**src/rtl/pid_channel_sched.sv**
```systemverilog
// pid_channel_sched: time-shares one pid_core among N_CHAN input channels.
// Each channel has a one-deep sample buffer. A round-robin FSM issues one
// buffered sample at a time, waits for the core's done strobe and tags the
// result with the channel index.
// Optional feature macro: SCHED_TIMEOUT_EN adds a WAIT-state watchdog that
// abandons a transaction after TIMEOUT cycles and raises timeout_err_out.
//
//   state    | meaning
//   ST_IDLE  | no transaction; grant the next pending channel round-robin
//   ST_ISSUE | pid_valid_out high for one cycle with the granted sample
//   ST_WAIT  | waiting for pid_done_in (optionally watchdog-limited)
//   ST_DONE  | result_valid_out high for one cycle; last grant recorded
module pid_channel_sched #(
    parameter int N_CHAN  = 8,
    parameter int W_IN    = 18,
    parameter int W_CHAN  = 3,
    parameter int TIMEOUT = 255
) (
    input  logic                     clk_in,
    input  logic                     reset_in,
    input  logic [N_CHAN*W_IN-1:0]   chan_data_in,
    input  logic [N_CHAN-1:0]        chan_valid_in,
    input  logic [N_CHAN-1:0]        lock_en_in,
    input  logic                     ovr_clear_in,
    input  logic                     pid_done_in,
    output logic [W_IN-1:0]          pid_data_out,
    output logic                     pid_valid_out,
    output logic [W_CHAN-1:0]        chan_sel_out,
    output logic                     result_valid_out,
    output logic [W_CHAN-1:0]        result_chan_out,
    output logic [N_CHAN-1:0]        overrun_out,
    output logic                     timeout_err_out
);

    typedef enum logic [1:0] {ST_IDLE, ST_ISSUE, ST_WAIT, ST_DONE} state_t;

    state_t              state_q;
    logic [W_CHAN-1:0]   grant_q;
    logic [W_CHAN-1:0]   last_grant_q;
    logic [W_CHAN-1:0]   next_grant;
    logic [W_CHAN-1:0]   cand;
    logic                found;
    logic [W_IN-1:0]     pid_data_q;
    logic                pid_valid_q;
    logic                result_valid_q;
    logic [W_CHAN-1:0]   result_chan_q;
    logic [W_IN-1:0]     buf_q [N_CHAN];
    logic [N_CHAN-1:0]   pending_q, pending_d;
    logic [N_CHAN-1:0]   overrun_q, overrun_d;
    logic [N_CHAN-1:0]   ovr_set;
    logic [N_CHAN-1:0]   issue_vec;

`ifdef SCHED_TIMEOUT_EN
    localparam int W_WD = (TIMEOUT > 1) ? $clog2(TIMEOUT) : 1;
    logic [W_WD-1:0]     wd_cnt_q;
    logic                wd_expire;
    logic                timeout_q;

    assign wd_expire = (state_q == ST_WAIT) && !pid_done_in &&
                       (wd_cnt_q == W_WD'(TIMEOUT - 1));

    // Sticky watchdog flag; a same-cycle expiry wins over the clear.
    always_ff @(posedge clk_in) begin
        if (reset_in) timeout_q <= 1'b0;
        else          timeout_q <= (timeout_q & ~ovr_clear_in) | wd_expire;
    end

    assign timeout_err_out = timeout_q;
`else
    assign timeout_err_out = 1'b0;
`endif

    // Round-robin search for the first pending channel after last_grant.
    always_comb begin
        next_grant = '0;
        cand       = '0;
        found      = 1'b0;
        for (int k = 1; k <= N_CHAN; k++) begin
            cand = W_CHAN'((int'(last_grant_q) + k) % N_CHAN);
            if (!found && pending_q[cand]) begin
                next_grant = cand;
                found      = 1'b1;
            end
        end
    end

    // Pending/overrun next state; the channel being issued may be re-strobed
    // without counting as an overrun, and its new sample stays pending.
    always_comb begin
        pending_d = pending_q;
        ovr_set   = '0;
        issue_vec = '0;
        for (int i = 0; i < N_CHAN; i++) begin
            issue_vec[i] = (state_q == ST_ISSUE) && (grant_q == W_CHAN'(i));
            if (!lock_en_in[i]) begin
                pending_d[i] = 1'b0;
            end else if (chan_valid_in[i]) begin
                pending_d[i] = 1'b1;
                ovr_set[i]   = pending_q[i] && !issue_vec[i];
            end else if (issue_vec[i]) begin
                pending_d[i] = 1'b0;
            end
        end
        overrun_d = (overrun_q & ~{N_CHAN{ovr_clear_in}}) | ovr_set;
    end

    // Per-channel sample buffers; only locked channels accept samples.
    always_ff @(posedge clk_in) begin
        for (int i = 0; i < N_CHAN; i++) begin
            if (lock_en_in[i] && chan_valid_in[i])
                buf_q[i] <= chan_data_in[i*W_IN +: W_IN];
        end
    end

    // Pending bits and sticky overrun flags.
    always_ff @(posedge clk_in) begin
        if (reset_in) begin
            pending_q <= '0;
            overrun_q <= '0;
        end else begin
            pending_q <= pending_d;
            overrun_q <= overrun_d;
        end
    end

    // Scheduler FSM with registered strobes, grant and result tag.
    always_ff @(posedge clk_in) begin
        if (reset_in) begin
            state_q        <= ST_IDLE;
            grant_q        <= '0;
            last_grant_q   <= W_CHAN'(N_CHAN - 1);
            pid_data_q     <= '0;
            pid_valid_q    <= 1'b0;
            result_valid_q <= 1'b0;
            result_chan_q  <= '0;
`ifdef SCHED_TIMEOUT_EN
            wd_cnt_q       <= '0;
`endif
        end else begin
            pid_valid_q    <= 1'b0;
            result_valid_q <= 1'b0;
            case (state_q)
                ST_IDLE: begin
                    if (|pending_q) begin
                        grant_q     <= next_grant;
                        pid_data_q  <= buf_q[next_grant];
                        pid_valid_q <= 1'b1;
                        state_q     <= ST_ISSUE;
                    end
                end
                ST_ISSUE: begin
                    state_q <= ST_WAIT;
`ifdef SCHED_TIMEOUT_EN
                    wd_cnt_q <= '0;
`endif
                end
                ST_WAIT: begin
                    if (pid_done_in) begin
                        result_valid_q <= 1'b1;
                        result_chan_q  <= grant_q;
                        state_q        <= ST_DONE;
                    end
`ifdef SCHED_TIMEOUT_EN
                    else if (wd_expire) begin
                        last_grant_q <= grant_q;
                        state_q      <= ST_IDLE;
                    end else begin
                        wd_cnt_q <= wd_cnt_q + 1'b1;
                    end
`endif
                end
                ST_DONE: begin
                    last_grant_q <= grant_q;
                    state_q      <= ST_IDLE;
                end
                default: state_q <= ST_IDLE;
            endcase
        end
    end

    assign pid_data_out     = pid_data_q;
    assign pid_valid_out    = pid_valid_q;
    assign chan_sel_out     = grant_q;
    assign result_valid_out = result_valid_q;
    assign result_chan_out  = result_chan_q;
    assign overrun_out      = overrun_q;

endmodule
```
**config.mk**
```make
export PLATFORM = sky130hd
export DESIGN_NAME = pid_channel_sched
export DESIGN_NICKNAME = d
export VERILOG_FILES = /design/src/rtl/pid_channel_sched.sv
export SDC_FILE = /design/constraint.sdc
export NUM_CORES = 1
export LEC_CHECK = 0
export CAP_MARGIN = 20
export CORE_MARGIN = 5
export CORE_UTILIZATION = 50
export DETAILED_ROUTE_END_ITERATION = 10
export HOLD_SLACK_MARGIN = 0.12
export PLACE_DENSITY = 0.91
export SKIP_CTS_REPAIR_TIMING = 1
export SYNTH_ARGS = -nofsm -noshare
export SYNTH_HDL_FRONTEND = slang
export SYNTH_SLANG_ARGS = --single-unit
```
**constraint.sdc**
```tcl
create_clock -name clk_in -period 4.94 [get_ports clk_in]
set_input_delay 0.494 -clock clk_in [delete_from_list [all_inputs] [get_ports clk_in]]
set_output_delay 0.494 -clock clk_in [all_outputs]
set_load 0.005 [all_outputs]
```
==> results of run 1 <==
-- worst paths after layout --
path | end | slack (ns) | cells past startpoint
setup / recovery | pid_data_out[14] | 0.40 | 11
hold / removal | result_chan_out[1] | 0.46 | 2
setup reg to reg | pid_data_out[14] | 0.40 | 11
hold reg to reg | result_chan_out[1] | 0.46 | 2
-- metal layers --
metal  wire length [um]  track usage, %  vias to the layer above
li1                   -               -                     2834
met1               9010            29.2                     3084
met2              12400            41.6                      366
met3               1920            5.18                       57
met4                712            9.54                        0
met5                  0               0                        -
-- flip-flops by register name (all words and copies together) (netlist names) --
signal            cells
chan_sel_out          3
pid_valid_out         1
pending_q             8
last_grant_q          3
state_q               2
result_valid_out      1
buf_q               144
pid_data_out         18
overrun_out           8
result_chan_out       3
-- per-stage QoR --
stage / power [W] / utilization [%] / std cells / worst slack (ns)
3_5_place_dp: 0.00409 / 63.9 / 1012 / 0.304
5_1_grt: 0.00571 / 67.6 / 1046 / 0.202
2_1_floorplan: 0.00345 / - / 626 / 1.09
4_1_cts: 0.00545 / 67.3 / 1043 / 0.248
6_report: 0.00547 / 67.6 / 1046 / 0.398
3_3_place_gp: 0.00402 / 63.7 / 1011 / 0.555
-- power groups by stage --
stage / Clock (W) / Sequential [W] / Combinational (W)
final: 0.00136 / 0.00202 / 0.00209
after floorplan: 0 / 0.00200 / 0.00145
after detailed placement: 0 / 0.00205 / 0.00204
after global routing: 0.00143 / 0.00204 / 0.00223
after global placement: 0 / 0.00204 / 0.00198
after CTS: 0.00136 / 0.00202 / 0.00207
-- cells in the final DEF, fill, tap and decap left out, drive strengths merged, types with 15 or more instances in the layout --
master	n
a211oi	39
a21oi	25
and2	17
clkbuf	21
clkdlybuf4s50	197
dfxtp	47
edfxtp	144
mux2	17
mux2i	52
nand2	40
nand3	15
nor2	21
o21ai	26
-- cells by family after synthesis --
| group | Yosys count | share of synthesized area, % |
|---|---|---|
| XOR/XNOR | 4 | 0.416 |
| adder cells (fa/ha/maj) | 7 | 1.04 |
| buffers and inverters | 50 | 2.95 |
| AO/OA/AOI/OAI | 176 | 15.2 |
| multiplexers | 79 | 11.1 |
| AND/OR/NAND/NOR | 118 | 6.81 |
| flip-flops | 191 | 62.4 |
| other | 1 | 0.0445 |
-- cell type report --
type	count	share of cell area, %
inverter	8	0.268
clock inverter	10	1.14
clock buffer	21	3.93
tap	220	2.46
multi-input combinational	385	26.2
timing repair buffer	211	19.0
sequential	191	47.0
-- tightest hold or removal path: stages, from the launching register on --
cell and delay (ns):
sky130_fd_sc_hd__dfxtp_1 0.31, sky130_fd_sc_hd__nand2_1 0.05, sky130_fd_sc_hd__a21oi_1 0.05
==> report_table.html, run 1 <==
<table>
<tr><th>Metric</th><th>Value</th></tr>
<tr><th colspan="2">Status</th></tr>
<tr><td>Outcome</td><td>completed</td></tr>
<tr><th colspan="2">Place</th></tr>
<tr><td>Placed Instance Area</td><td>around 11000 um2</td></tr>
<tr><td>Number of port buffers</td><td>approximately 200</td></tr>
<tr><td>Final Wtd Congestion</td><td>roughly 0.90</td></tr>
<tr><td>Detailed-placement wirelength estimate</td><td>roughly 17000 um</td></tr>
<tr><th colspan="2">Pwr</th></tr>
<tr><td>Leakage power total</td><td>3.95 nW</td></tr>
<tr><td>Total net switching power</td><td>0.00188 W</td></tr>
<tr><td>Proportion of total power due to net switching</td><td>about a third</td></tr>
<tr><td>Combinational share of power</td><td>between 30% and 40%</td></tr>
<tr><td>Pwr/cell area</td><td>slightly below 500 nW/um2</td></tr>
<tr><td>Maximum vdd ir drop</td><td>roughly 0.38 mV</td></tr>
<tr><td>Sequential power share</td><td>37.0%</td></tr>
<tr><td>Internal portion of total power</td><td>~0.0036 W</td></tr>
<tr><td>Proportion of power drawn by the clock network</td><td>between 20% and 30%</td></tr>
<tr><th colspan="2">Critical path</th></tr>
<tr><td>Crit Path Max Fanout</td><td>21</td></tr>
<tr><td>CP Launch Type</td><td>register</td></tr>
<tr><td>CP Data Arrival Time</td><td>4.87 ns</td></tr>
<tr><td>Delay-heaviest family, CP</td><td>compound AO/OA/AOI/OAI gates</td></tr>
<tr><td>Capturing element type of the critical path</td><td>register</td></tr>
<tr><td>Data required time of the worst path</td><td>5.27 ns</td></tr>
<tr><td>Critical path's slowest cell</td><td>sky130_fd_sc_hd__ha_1</td></tr>
<tr><td>Critical path buffers and inverters</td><td>1</td></tr>
<tr><td>Source of the critical timing path</td><td>last_grant_q[0]</td></tr>
<tr><td>Reg-to-reg startpoint</td><td>last_grant_q[0]</td></tr>
<tr><td>Kind of critical path</td><td>register to register</td></tr>
<tr><td>CP max stage delay</td><td>between 0.6 and 0.7 ns</td></tr>
<tr><td>Critical path, cell by cell</td><td>inv_2 &gt; ha_1 &gt; mux2i_1 &gt; mux4_2 &gt; nand2_1 &gt; o32ai_1 &gt; o22a_1 &gt; nand2b_1 &gt; a211oi_1 &gt; o21ai_1 &gt; a32o_1</td></tr>
<tr><th colspan="2">Clocking</th></tr>
<tr><td>Num CTS Buffers</td><td>17</td></tr>
<tr><td>H-tree depth</td><td>4</td></tr>
<tr><td>CTS root buf</td><td>sky130_fd_sc_hd__clkbuf_16</td></tr>
<tr><td>Maximum count of clock buffers along a single path</td><td>2</td></tr>
<tr><td>Clock sinks</td><td>191</td></tr>
<tr><td>Worst-skew pair later-pin latency</td><td>roughly 0.44 ns</td></tr>
<tr><td>Clock tree from TritonCTS</td><td>built</td></tr>
<tr><td>CTS clk-pin slew, worst paths</td><td>around 0.070 ns</td></tr>
<tr><th colspan="2">Synthesis</th></tr>
<tr><td>Flip-flop and latch count after synthesis</td><td>~190</td></tr>
<tr><td>Cell with the most instances after synthesis</td><td>sky130_fd_sc_hd__edfxtp_1</td></tr>
<tr><td>Leading cell types by count after synthesis</td><td>sky130_fd_sc_hd__edfxtp_1 (144), sky130_fd_sc_hd__mux2i_1 (52), sky130_fd_sc_hd__dfxtp_1 (47), sky130_fd_sc_hd__nand2_1 (40), sky130_fd_sc_hd__a211oi_1 (39)</td></tr>
<tr><td>Synth Flop Type</td><td>sky130_fd_sc_hd__edfxtp_1</td></tr>
<tr><td>Number of enable flip-flop cells after synthesis</td><td>between 100 and 150</td></tr>
<tr><td>Fraction of post-synthesis cell area in the top cell type by area</td><td>51.3%</td></tr>
<tr><td>Count of yosys warnings during synthesis</td><td>0</td></tr>
<tr><td>Share of synthesized flip-flops with an asynchronous set or reset</td><td>0%</td></tr>
<tr><td>Instance count of the mapped netlist</td><td>626</td></tr>
<tr><td>Synth unique cells</td><td>between 50 and 60</td></tr>
<tr><td>Synthesized area</td><td>approximately 8400 um2</td></tr>
<tr><td>Post-synthesis average cell area</td><td>roughly 13 um2</td></tr>
<tr><td>Sequential-to-total area share from yosys stat</td><td>between 60% and 70%</td></tr>
<tr><td>Largest cells by area after synthesis</td><td>sky130_fd_sc_hd__edfxtp_1 (51%), sky130_fd_sc_hd__dfxtp_1 (11%), sky130_fd_sc_hd__mux2i_1 (6.2%)</td></tr>
<tr><td>Library cell occupying the most area in the post-synthesis netlist</td><td>sky130_fd_sc_hd__edfxtp_1</td></tr>
<tr><td>Post-Synthesis Net Count</td><td>~800</td></tr>
<tr><th colspan="2">Timing</th></tr>
<tr><td>Maximum frequency from static timing analysis</td><td>roughly 220 MHz</td></tr>
<tr><td># setup viols final</td><td>0</td></tr>
<tr><td>Slew headroom</td><td>approximately a quarter</td></tr>
<tr><td>Unrepaired setup endpoints after global routing</td><td>false</td></tr>
<tr><td>Final Hold Viols</td><td>0</td></tr>
<tr><td>Share of the clock period used by the worst path</td><td>about nine tenths</td></tr>
<tr><td>Max-slew violation count</td><td>0</td></tr>
<tr><td>Worst Clk Skew</td><td>0.00682 ns</td></tr>
<tr><td>Time the worst path needs with I/O delays and setup</td><td>between 4 and 5 ns</td></tr>
<tr><td>Worst-case hold slack</td><td>between 0.4 and 0.5 ns</td></tr>
<tr><td>Setup total negative slack</td><td>0 ns</td></tr>
<tr><td>Actual transition at the worst max-transition pin</td><td>1.11 ns</td></tr>
<tr><th colspan="2">Drt</th></tr>
<tr><td>Average wire per cell in the routed design</td><td>around 23 um</td></tr>
<tr><td>Vias after detailed routing</td><td>6341</td></tr>
<tr><td>Aggregate routed wire length</td><td>around 24000 um</td></tr>
<tr><td>Antenna violation net count after detailed routing</td><td>0</td></tr>
<tr><td>Initial DRC count</td><td>roughly 600</td></tr>
<tr><td>Via density per instance</td><td>between 6 and 7</td></tr>
<tr><td>DRC violations left</td><td>0</td></tr>
<tr><td>Count of TritonRoute iterations in the first routing pass</td><td>5</td></tr>
<tr><th colspan="2">Die</th></tr>
<tr><td>Core Footprint</td><td>16600 um2</td></tr>
<tr><td>Starting density of the core</td><td>between 50% and 60%</td></tr>
<tr><td># IOs</td><td>199</td></tr>
<tr><td>Horizontal extent of the die</td><td>140 um</td></tr>
<tr><td>Die area</td><td>19600 um2</td></tr>
<tr><td>Y dimension of the die</td><td>between 100 and 150 um</td></tr>
<tr><td>Standard-cell row count</td><td>47</td></tr>
<tr><th colspan="2">Final layout</th></tr>
<tr><td>Fin area</td><td>11200 um2</td></tr>
<tr><td>Area delta synth-&gt;final</td><td>32.9%</td></tr>
<tr><td>FILL cells</td><td>about 1.1k</td></tr>
<tr><td>Layout cells sized above 1</td><td>9.56%</td></tr>
<tr><td>Area taken by multi-input logic gates</td><td>just under 3000 um2</td></tr>
<tr><td>Total Nets Final</td><td>slightly below 1k</td></tr>
<tr><td>Sequential cell area in the final layout</td><td>5270 um2</td></tr>
<tr><td># diodes</td><td>0</td></tr>
<tr><th colspan="2">Flow run</th></tr>
<tr><td>Number of max-capacitance violations reported</td><td>0</td></tr>
<tr><th colspan="2">Global routing</th></tr>
<tr><td>Wire length of the first global-routing pass</td><td>35800 um</td></tr>
<tr><td>GR Overflow Total</td><td>0</td></tr>
<tr><td>Total routing usage reported by global routing</td><td>between 20% and 30%</td></tr>
<tr><td>Maximum number of pins on one net before global-route repair</td><td>60</td></tr>
<tr><td>Number of global-route vias before repair</td><td>6418</td></tr>
<tr><td>Initial antenna violation count</td><td>0</td></tr>
<tr><th colspan="2">Hold path</th></tr>
<tr><td>Path category of the worst min-delay check</td><td>register to register</td></tr>
<tr><td>Min-delay src</td><td>result_chan_out[1]</td></tr>
</table>
No activity file was read; power rests on OpenSTA's default activity.
==> run 2, diff against run 1 <==
Settings changed: CORE_UTILIZATION 50 to 40, PLACE_DENSITY 0.91 to 0.77.
==> run 2 against run 1 <==
First-iteration DRC count down 19%. Via count down 3.5%. Register-to-register slack better by 0.33 ns. Global-route usage down 4.4 points. Largest cell class unchanged. Highest routed layer unchanged. Worst hold slack better by 0.0012 ns. Design area up 0.68%. Core utilization down 14 points.
==> report_table.html, run 2 (same netlist as run 1, synthesis figures left out) <==
<table>
<tr><th>Metric</th><th>Value</th></tr>
<tr><th colspan="2">Status</th></tr>
<tr><td>Outcome</td><td>completed (unchanged)</td></tr>
<tr><th colspan="2">Critical path</th></tr>
<tr><td>Capturing element type of the critical path</td><td>register (unchanged)</td></tr>
<tr><td>Reg-to-reg startpoint</td><td>last_grant_q[1] (was last_grant_q[0])</td></tr>
<tr><td>Data required time of the worst path</td><td>5.25 ns (was 5.27 ns)</td></tr>
<tr><td>Flop-to-flop setup slack</td><td>0.73 ns (was 0.40 ns)</td></tr>
<tr><td>CP Launch Type</td><td>register (unchanged)</td></tr>
<tr><td>Reg2Reg Capture Point</td><td>pid_data_out[12] (was pid_data_out[14])</td></tr>
<tr><td>Crit Path Max Fanout</td><td>49 (was 21)</td></tr>
<tr><td>CP Data Arrival Time</td><td>4.52 ns (was 4.87 ns)</td></tr>
<tr><td>Kind of critical path</td><td>register to register (unchanged)</td></tr>
<tr><td>Logic depth of the worst register-to-register path</td><td>12 (was 11)</td></tr>
<tr><th colspan="2">Die</th></tr>
<tr><td>Die area</td><td>24100 um2 (was 19600 um2)</td></tr>
<tr><td>Standard-cell row count</td><td>53 (was 47)</td></tr>
<tr><td>Core Footprint</td><td>20900 um2 (was 16600 um2)</td></tr>
<tr><td># IOs</td><td>199 (unchanged)</td></tr>
<tr><td>Y dimension of the die</td><td>155 um (was 140 um)</td></tr>
<tr><td>Horizontal extent of the die</td><td>155 um (was 140 um)</td></tr>
<tr><td>Starting density of the core</td><td>40.4% (was 50.9%)</td></tr>
<tr><th colspan="2">Final layout</th></tr>
<tr><td>Most common library cell in the layout ignoring fill and taps</td><td>sky130_fd_sc_hd__clkdlybuf4s50_1 (unchanged)</td></tr>
<tr><td>Biggest register</td><td>buf_q (unchanged)</td></tr>
<tr><td>Total Nets Final</td><td>991 (was 985)</td></tr>
<tr><td>Area taken by multi-input logic gates</td><td>2930 um2 (was 2940 um2)</td></tr>
<tr><td>Max FFs per register</td><td>144 (unchanged)</td></tr>
<tr><td>Area delta synth-&gt;final</td><td>33.8% (was 32.9%)</td></tr>
<tr><td># diodes</td><td>0 (unchanged)</td></tr>
<tr><td>Post-layout util</td><td>54.0% (was 67.6%)</td></tr>
<tr><td>Leading cell types in the layout, fill and taps excluded</td><td>sky130_fd_sc_hd__clkdlybuf4s50_1 (197), sky130_fd_sc_hd__edfxtp_1 (144), sky130_fd_sc_hd__mux2i_1 (52), sky130_fd_sc_hd__dfxtp_1 (47), sky130_fd_sc_hd__nand2_1 (40) (was sky130_fd_sc_hd__clkdlybuf4s50_1 (197), sky130_fd_sc_hd__edfxtp_1 (144), sky130_fd_sc_hd__mux2i_1 (52), sky130_fd_sc_hd__dfxtp_1 (46), sky130_fd_sc_hd__nand2_1 (40))</td></tr>
<tr><td>Layout cells sized above 1</td><td>10.4% (was 9.56%)</td></tr>
<tr><td>FILL cells</td><td>1729 (was 1130)</td></tr>
<tr><td>Sequential cell area in the final layout</td><td>5270 um2 (about the same)</td></tr>
<tr><th colspan="2">Clocking</th></tr>
<tr><td>CTS root buf</td><td>sky130_fd_sc_hd__clkbuf_16 (unchanged)</td></tr>
<tr><td>CTS clk-pin slew, worst paths</td><td>0.07 ns (about the same)</td></tr>
<tr><td>H-tree depth</td><td>4 (unchanged)</td></tr>
<tr><td>Clock tree from TritonCTS</td><td>built (unchanged)</td></tr>
<tr><td>Num CTS Buffers</td><td>17 (unchanged)</td></tr>
<tr><td>Clock sinks</td><td>191 (unchanged)</td></tr>
<tr><td>Worst-skew pair later-pin latency</td><td>0.43 ns (was 0.44 ns)</td></tr>
<tr><td>Maximum count of clock buffers along a single path</td><td>2 (unchanged)</td></tr>
<tr><th colspan="2">Drt</th></tr>
<tr><td>Antenna violation net count after detailed routing</td><td>0 (unchanged)</td></tr>
<tr><td>Aggregate routed wire length</td><td>23900 um (was 24100 um)</td></tr>
<tr><td>Count of TritonRoute iterations in the first routing pass</td><td>5 (unchanged)</td></tr>
<tr><td>Average wire per cell in the routed design</td><td>21.6 um (was 23.0 um)</td></tr>
<tr><td>Via density per instance</td><td>5.52 (was 6.06)</td></tr>
<tr><td>Initial DRC count</td><td>489 (was 603)</td></tr>
<tr><td>Vias after detailed routing</td><td>6119 (was 6341)</td></tr>
<tr><td>DRC violations left</td><td>0 (unchanged)</td></tr>
<tr><th colspan="2">Timing</th></tr>
<tr><td>Setup total negative slack</td><td>0 ns (unchanged)</td></tr>
<tr><td>Max-slew violation count</td><td>0 (unchanged)</td></tr>
<tr><td>Share of the clock period used by the worst path</td><td>85.2% (was 91.9%)</td></tr>
<tr><td>Maximum frequency from static timing analysis</td><td>238 MHz (was 220 MHz)</td></tr>
<tr><td>Actual transition at the worst max-transition pin</td><td>1.16 ns (was 1.11 ns)</td></tr>
<tr><td>Time the worst path needs with I/O delays and setup</td><td>4.21 ns (was 4.54 ns)</td></tr>
<tr><td>Worst Clk Skew</td><td>0.0116 ns (was 0.00682 ns)</td></tr>
<tr><td>Unrepaired setup endpoints after global routing</td><td>false (unchanged)</td></tr>
<tr><td># setup viols final</td><td>0 (unchanged)</td></tr>
<tr><td>Final Hold Viols</td><td>0 (unchanged)</td></tr>
<tr><td>Slew headroom</td><td>22.1% (was 25.7%)</td></tr>
<tr><th colspan="2">Pwr</th></tr>
<tr><td>Pwr/cell area</td><td>478 nW/um2 (was 488 nW/um2)</td></tr>
<tr><td>Maximum vdd ir drop</td><td>0.406 mV (was 0.383 mV)</td></tr>
<tr><td>Leakage power total</td><td>3.96 nW (was 3.95 nW)</td></tr>
<tr><th colspan="2">Global routing</th></tr>
<tr><td>Initial antenna violation count</td><td>0 (unchanged)</td></tr>
<tr><td>Total routing usage reported by global routing</td><td>19.6% (was 24.0%)</td></tr>
<tr><td>GR Overflow Total</td><td>0 (unchanged)</td></tr>
<tr><td>Number of global-route vias before repair</td><td>6236 (was 6418)</td></tr>
<tr><td>Maximum number of pins on one net before global-route repair</td><td>50 (was 60)</td></tr>
<tr><td>Wire length of the first global-routing pass</td><td>35900 um (was 35800 um)</td></tr>
<tr><th colspan="2">Place</th></tr>
<tr><td>Final Wtd Congestion</td><td>0.900 (was 0.905)</td></tr>
<tr><td>Number of port buffers</td><td>197 (unchanged)</td></tr>
<tr><td>Detailed-placement wirelength estimate</td><td>16700 um (was 16600 um)</td></tr>
<tr><th colspan="2">Hold path</th></tr>
<tr><td>Hold path endpoint</td><td>result_chan_out[0] (was result_chan_out[1])</td></tr>
<tr><td>Instance count along the most critical hold path</td><td>2 (unchanged)</td></tr>
<tr><td>Min-delay src</td><td>result_chan_out[0] (was result_chan_out[1])</td></tr>
<tr><td>Path category of the worst min-delay check</td><td>register to register (unchanged)</td></tr>
<tr><th colspan="2">Flow run</th></tr>
<tr><td>Number of max-capacitance violations reported</td><td>0 (unchanged)</td></tr>
</table>
-- run 2: worst max-delay path, stage by stage, from the launching register on --
cell	delay, ns
sky130_fd_sc_hd__dfxtp_1	0.33
sky130_fd_sc_hd__inv_1	0.11
sky130_fd_sc_hd__ha_1	0.69
sky130_fd_sc_hd__mux2i_1	0.47
sky130_fd_sc_hd__nand2_1	0.09
sky130_fd_sc_hd__mux4_2	0.50
sky130_fd_sc_hd__or2_1	0.32
sky130_fd_sc_hd__o22ai_1	0.20
sky130_fd_sc_hd__o31a_2	0.33
sky130_fd_sc_hd__buf_12	0.27
sky130_fd_sc_hd__mux2i_1	0.32
sky130_fd_sc_hd__a22oi_1	0.13
sky130_fd_sc_hd__a32o_1	0.30
-- run 2: worst max path at each step --
stage / startpoint / endpoint / slack (ns) / cells past startpoint
after floorplan: last_grant_q[1] / pid_data_out[17] / 1.09 / 16
after global placement: last_grant_q[1] / pid_data_out[14] / 0.77 / 12
after detailed placement: last_grant_q[1] / pid_data_out[12] / 0.81 / 12
after CTS: last_grant_q[1] / pid_data_out[12] / 0.80 / 12
after global routing: last_grant_q[1] / pid_data_out[12] / 0.51 / 12
final: last_grant_q[1] / pid_data_out[12] / 0.73 / 12
-- run 2: routing by layer --
layer	vias to the layer above	wire, um	global-route usage [%]
met5	-	0	0
met4	0	431	5.63
met3	32	1400	3.92
met2	272	11900	32.2
met1	2969	10200	26.4
li1	2846	-	-
-- run 2: cell type report --
class	count	share of cell area [%]
flip-flops and latches	191	46.7
multi-input cells	385	26.0
repair buffers	217	19.3
clock buffers	19	3.84
well taps	275	3.05
clock inverters	13	0.965
inverters	8	0.266
-- run 2: stage by stage --
step / area (um2) / power [W] / hold slack [ns] / setup slack, ns / cells
6_report: 11300 / 0.00540 / 0.461 / 0.732 / 1108
5_1_grt: 11300 / 0.00568 / 0.480 / 0.507 / 1108
4_1_cts: 11300 / 0.00541 / 0.464 / 0.798 / 1107
3_5_place_dp: 10700 / 0.00414 / 0.454 / 0.815 / 1075
3_3_place_gp: 10700 / 0.00411 / 0.445 / 0.770 / 1074
2_1_floorplan: 8430 / 0.00345 / 0.453 / 1.09 / 626
-- run 2: where the power goes --
group	switching (W)	total (W)	internal [W]
Clock	0.000611	0.00127	0.000657
Combinational	0.00115	0.00212	0.000969
Sequential	0.000112	0.00201	0.00190
==> run 3, diff against run 2 <==
Settings changed: REMOVE_ABC_BUFFERS from default to 1.
==> run 3 against run 2 <==
Critical path depth stayed put. Sequential power hardly changed. Total power is 3.2% higher. Maximum frequency is 8.4% lower. Sequential share of layout area is 0.26 points lower. Wire length is 0.85% higher. Worst hold slack worse by 0.0040 ns. Die area stayed put. Core utilization is 0.31 points higher. Clock power is 13% higher. Combinational power hardly changed. Clock-buffer cell count stayed put. Largest cell class unchanged. Largest power group unchanged.
==> report_table.html, run 3 (same netlist as run 1, synthesis figures left out) <==
<table>
<tr><th>Metric</th><th>Value</th></tr>
<tr><th colspan="2">Pwr</th></tr>
<tr><td>Internal portion of total power</td><td>0.00368 W (was 0.00353 W)</td></tr>
<tr><td>Proportion of total power due to net switching</td><td>33.9% (was 34.7%)</td></tr>
<tr><td>Combinational share of power</td><td>38.2% (was 39.2%)</td></tr>
<tr><td>Pwr/cell area</td><td>491 nW/um2 (was 478 nW/um2)</td></tr>
<tr><td>Overall power after layout</td><td>0.00557 W (was 0.00540 W)</td></tr>
<tr><td>Leakage power total</td><td>4.00 nW (was 3.96 nW)</td></tr>
<tr><td>Proportion of power drawn by the clock network</td><td>25.6% (was 23.5%)</td></tr>
<tr><td>Sequential power share</td><td>36.2% (was 37.3%)</td></tr>
<tr><td>Maximum vdd ir drop</td><td>0.293 mV (was 0.406 mV)</td></tr>
<tr><td>Total net switching power</td><td>0.00189 W (was 0.00187 W)</td></tr>
<tr><th colspan="2">Global routing</th></tr>
<tr><td>Initial antenna violation count</td><td>1 (was 0)</td></tr>
<tr><td>Wire length of the first global-routing pass</td><td>36200 um (was 35900 um)</td></tr>
<tr><td>Total routing usage reported by global routing</td><td>19.9% (was 19.6%)</td></tr>
<tr><td>Number of global-route vias before repair</td><td>6467 (was 6236)</td></tr>
<tr><td>Maximum number of pins on one net before global-route repair</td><td>30 (was 50)</td></tr>
<tr><td>GR Overflow Total</td><td>0 (unchanged)</td></tr>
<tr><th colspan="2">Clocking</th></tr>
<tr><td>CTS clk-pin slew, worst paths</td><td>0.07 ns (about the same)</td></tr>
<tr><td>Maximum count of clock buffers along a single path</td><td>2 (unchanged)</td></tr>
<tr><td>Clock tree from TritonCTS</td><td>built (unchanged)</td></tr>
<tr><td>Worst-skew pair later-pin latency</td><td>0.43 ns (about the same)</td></tr>
<tr><td>Clock sinks</td><td>191 (unchanged)</td></tr>
<tr><td>H-tree depth</td><td>4 (unchanged)</td></tr>
<tr><td>CTS root buf</td><td>sky130_fd_sc_hd__clkbuf_16 (unchanged)</td></tr>
<tr><td>Num CTS Buffers</td><td>17 (unchanged)</td></tr>
<tr><th colspan="2">Place</th></tr>
<tr><td>Number of port buffers</td><td>197 (unchanged)</td></tr>
<tr><td>Final Wtd Congestion</td><td>0.929 (was 0.900)</td></tr>
<tr><td>Detailed-placement wirelength estimate</td><td>16800 um (was 16700 um)</td></tr>
<tr><th colspan="2">Timing</th></tr>
<tr><td>Share of the clock period used by the worst path</td><td>93.0% (was 85.2%)</td></tr>
<tr><td>Maximum frequency from static timing analysis</td><td>218 MHz (was 238 MHz)</td></tr>
<tr><td>Final Hold Viols</td><td>0 (unchanged)</td></tr>
<tr><td># setup viols final</td><td>0 (unchanged)</td></tr>
<tr><td>Worst-case hold slack</td><td>0.457 ns (was 0.461 ns)</td></tr>
<tr><td>Slew headroom</td><td>27.8% (was 22.1%)</td></tr>
<tr><td>Actual transition at the worst max-transition pin</td><td>1.08 ns (was 1.16 ns)</td></tr>
<tr><td>Time the worst path needs with I/O delays and setup</td><td>4.59 ns (was 4.21 ns)</td></tr>
<tr><td>Unrepaired setup endpoints after global routing</td><td>false (unchanged)</td></tr>
<tr><td>Max-slew violation count</td><td>0 (unchanged)</td></tr>
<tr><td>Worst Clk Skew</td><td>0.0103 ns (was 0.0116 ns)</td></tr>
<tr><th colspan="2">Critical path</th></tr>
<tr><td>Data required time of the worst path</td><td>5.26 ns (was 5.25 ns)</td></tr>
<tr><td>CP max stage delay</td><td>0.75 ns (was 0.69 ns)</td></tr>
<tr><td>Source of the critical timing path</td><td>last_grant_q[0] (was last_grant_q[1])</td></tr>
<tr><td>Critical path's slowest cell</td><td>sky130_fd_sc_hd__dfxtp_1 (was sky130_fd_sc_hd__ha_1)</td></tr>
<tr><td>CP Data Arrival Time</td><td>4.91 ns (was 4.52 ns)</td></tr>
<tr><td>Capturing element type of the critical path</td><td>register (unchanged)</td></tr>
<tr><td>CP Launch Type</td><td>register (unchanged)</td></tr>
<tr><td>Kind of critical path</td><td>register to register (unchanged)</td></tr>
<tr><td>Logic depth of the worst register-to-register path</td><td>12 (unchanged)</td></tr>
<tr><td>Critical path, cell by cell</td><td>inv_2 &gt; ha_1 &gt; mux2i_1 &gt; nand2_1 &gt; mux4_2 &gt; or2_1 &gt; o22ai_1 &gt; o31a_2 &gt; buf_12 &gt; mux2i_1 &gt; a22oi_1 &gt; a32o_1 (was inv_1 &gt; ha_1 &gt; mux2i_1 &gt; nand2_1 &gt; mux4_2 &gt; or2_1 &gt; o22ai_1 &gt; o31a_2 &gt; buf_12 &gt; mux2i_1 &gt; a22oi_1 &gt; a32o_1)</td></tr>
<tr><td>Crit Path Max Fanout</td><td>29 (was 49)</td></tr>
<tr><td>CP dominant cell by count</td><td>sky130_fd_sc_hd__mux2i_1 (unchanged)</td></tr>
<tr><td>Reg2Reg Capture Point</td><td>pid_data_out[4] (was pid_data_out[12])</td></tr>
<tr><td>Reg-to-reg startpoint</td><td>last_grant_q[0] (was last_grant_q[1])</td></tr>
<tr><td>Flop-to-flop setup slack</td><td>0.35 ns (was 0.73 ns)</td></tr>
<tr><th colspan="2">Hold path</th></tr>
<tr><td>Path category of the worst min-delay check</td><td>register to register (unchanged)</td></tr>
<tr><td>Hold path endpoint</td><td>result_chan_out[2] (was result_chan_out[0])</td></tr>
<tr><td>Min-delay src</td><td>result_chan_out[2] (was result_chan_out[0])</td></tr>
<tr><td>Instance count along the most critical hold path</td><td>2 (unchanged)</td></tr>
<tr><th colspan="2">Drt</th></tr>
<tr><td>Count of TritonRoute iterations in the first routing pass</td><td>5 (unchanged)</td></tr>
<tr><td>Vias after detailed routing</td><td>6125 (was 6119)</td></tr>
<tr><td>Initial DRC count</td><td>424 (was 489)</td></tr>
<tr><td>Via density per instance</td><td>5.51 (was 5.52)</td></tr>
<tr><td>Average wire per cell in the routed design</td><td>21.7 um (was 21.6 um)</td></tr>
<tr><td>Antenna violation net count after detailed routing</td><td>0 (unchanged)</td></tr>
<tr><td>DRC violations left</td><td>0 (unchanged)</td></tr>
<tr><td>Aggregate routed wire length</td><td>24100 um (was 23900 um)</td></tr>
<tr><th colspan="2">Die</th></tr>
<tr><td>Starting density of the core</td><td>40.4% (unchanged)</td></tr>
<tr><td>Horizontal extent of the die</td><td>155 um (unchanged)</td></tr>
<tr><td>Y dimension of the die</td><td>155 um (unchanged)</td></tr>
<tr><td>Standard-cell row count</td><td>53 (unchanged)</td></tr>
<tr><td>Core Footprint</td><td>20900 um2 (unchanged)</td></tr>
<tr><td>Die area</td><td>24100 um2 (unchanged)</td></tr>
<tr><td># IOs</td><td>199 (unchanged)</td></tr>
<tr><th colspan="2">Final layout</th></tr>
<tr><td>Most common library cell in the layout ignoring fill and taps</td><td>sky130_fd_sc_hd__clkdlybuf4s50_1 (unchanged)</td></tr>
<tr><td>Layout cells sized above 1</td><td>10.8% (was 10.4%)</td></tr>
<tr><td>Biggest register</td><td>buf_q (unchanged)</td></tr>
<tr><td>Leading cell types in the layout, fill and taps excluded</td><td>sky130_fd_sc_hd__clkdlybuf4s50_1 (197), sky130_fd_sc_hd__edfxtp_1 (144), sky130_fd_sc_hd__mux2i_1 (52), sky130_fd_sc_hd__dfxtp_1 (47), sky130_fd_sc_hd__nand2_1 (40) (unchanged)</td></tr>
<tr><td>Area delta synth-&gt;final</td><td>34.6% (was 33.8%)</td></tr>
<tr><td>Max FFs per register</td><td>144 (unchanged)</td></tr>
<tr><td>Total Nets Final</td><td>993 (was 991)</td></tr>
<tr><th colspan="2">Flow run</th></tr>
<tr><td>Number of max-capacitance violations reported</td><td>0 (unchanged)</td></tr>
<tr><th colspan="2">Status</th></tr>
<tr><td>Outcome</td><td>completed (unchanged)</td></tr>
</table>
run 3: cell types whose count changed in the layout (fill, tap and decap cells not counted), moves of 2 or more:
cell	previous run	this run
sky130_fd_sc_hd__bufinv_16	0	2
sky130_fd_sc_hd__buf_4	16	20
sky130_fd_sc_hd__clkinv_2	4	1
sky130_fd_sc_hd__clkinvlp_4	2	0
sky130_fd_sc_hd__clkinv_4	1	3
run 3: power by group through the flow:
stage / Combinational [W] / Clock [W] / Sequential (W)
2_1_floorplan: 0.00131 / 0 / 0.00203
3_3_place_gp: 0.00208 / 0 / 0.00205
3_5_place_dp: 0.00212 / 0 / 0.00205
4_1_cts: 0.00213 / 0.00145 / 0.00202
5_1_grt: 0.00230 / 0.00152 / 0.00204
6_report: 0.00213 / 0.00143 / 0.00202
run 3: worst max-delay path by stage:
stage	end	slack (ns)	cells after the start
floorplan	pid_data_out[12]	-0.76	11
global placement	pid_data_out[6]	0.47	12
detailed placement	pid_data_out[6]	0.40	12
CTS	pid_data_out[6]	0.36	12
global route	pid_data_out[4]	0.01	12
finish	pid_data_out[4]	0.35	12
run 3: cell type report:
type | instances | area [um2]
fillers | 1727 | 9540
flip-flops and latches | 191 | 5270
multi-input cells | 385 | 2930
repair buffers | 219 | 2160
clock buffers | 19 | 443
well taps | 275 | 344
clock inverters | 13 | 173
inverters | 8 | 30.0
diodes | 1 | 2.50
run 3: metal layers:
layer | vias up | GRT usage [%] | part of all wire [%]
met1 | 3000 | 23.7 | 39
met5 | - | 0 | 0
met4 | 0 | 6.17 | 1.9
met2 | 256 | 35.0 | 51
met3 | 28 | 5.70 | 8.0
li1 | 2841 | - | -
run 3: per-stage QoR:
stage | std cells | TNS, ns | setup WS, ns | area (um2) | util, %
floorplan | 584 | -11.37 | -0.764 | 8210 | -
global placement | 1078 | 0 | 0.471 | 10700 | 51.4
detailed placement | 1078 | 0 | 0.397 | 10700 | 51.4
CTS | 1110 | 0 | 0.356 | 11300 | 54.3
global route | 1111 | 0 | 0.0144 | 11300 | 54.3
finish | 1111 | 0 | 0.347 | 11300 | 54.3
run 3: critical path, delay by kind of cell, from the launching register on:
kind / cells / cell delay [ns]
flip-flops: 1 / 0.75
AND/OR/NAND/NOR: 2 / 0.41
adder cells (fa/ha/maj): 1 / 0.70
AO/OA/AOI/OAI: 4 / 1.05
multiplexers: 3 / 1.23
buffers and inverters: 2 / 0.33
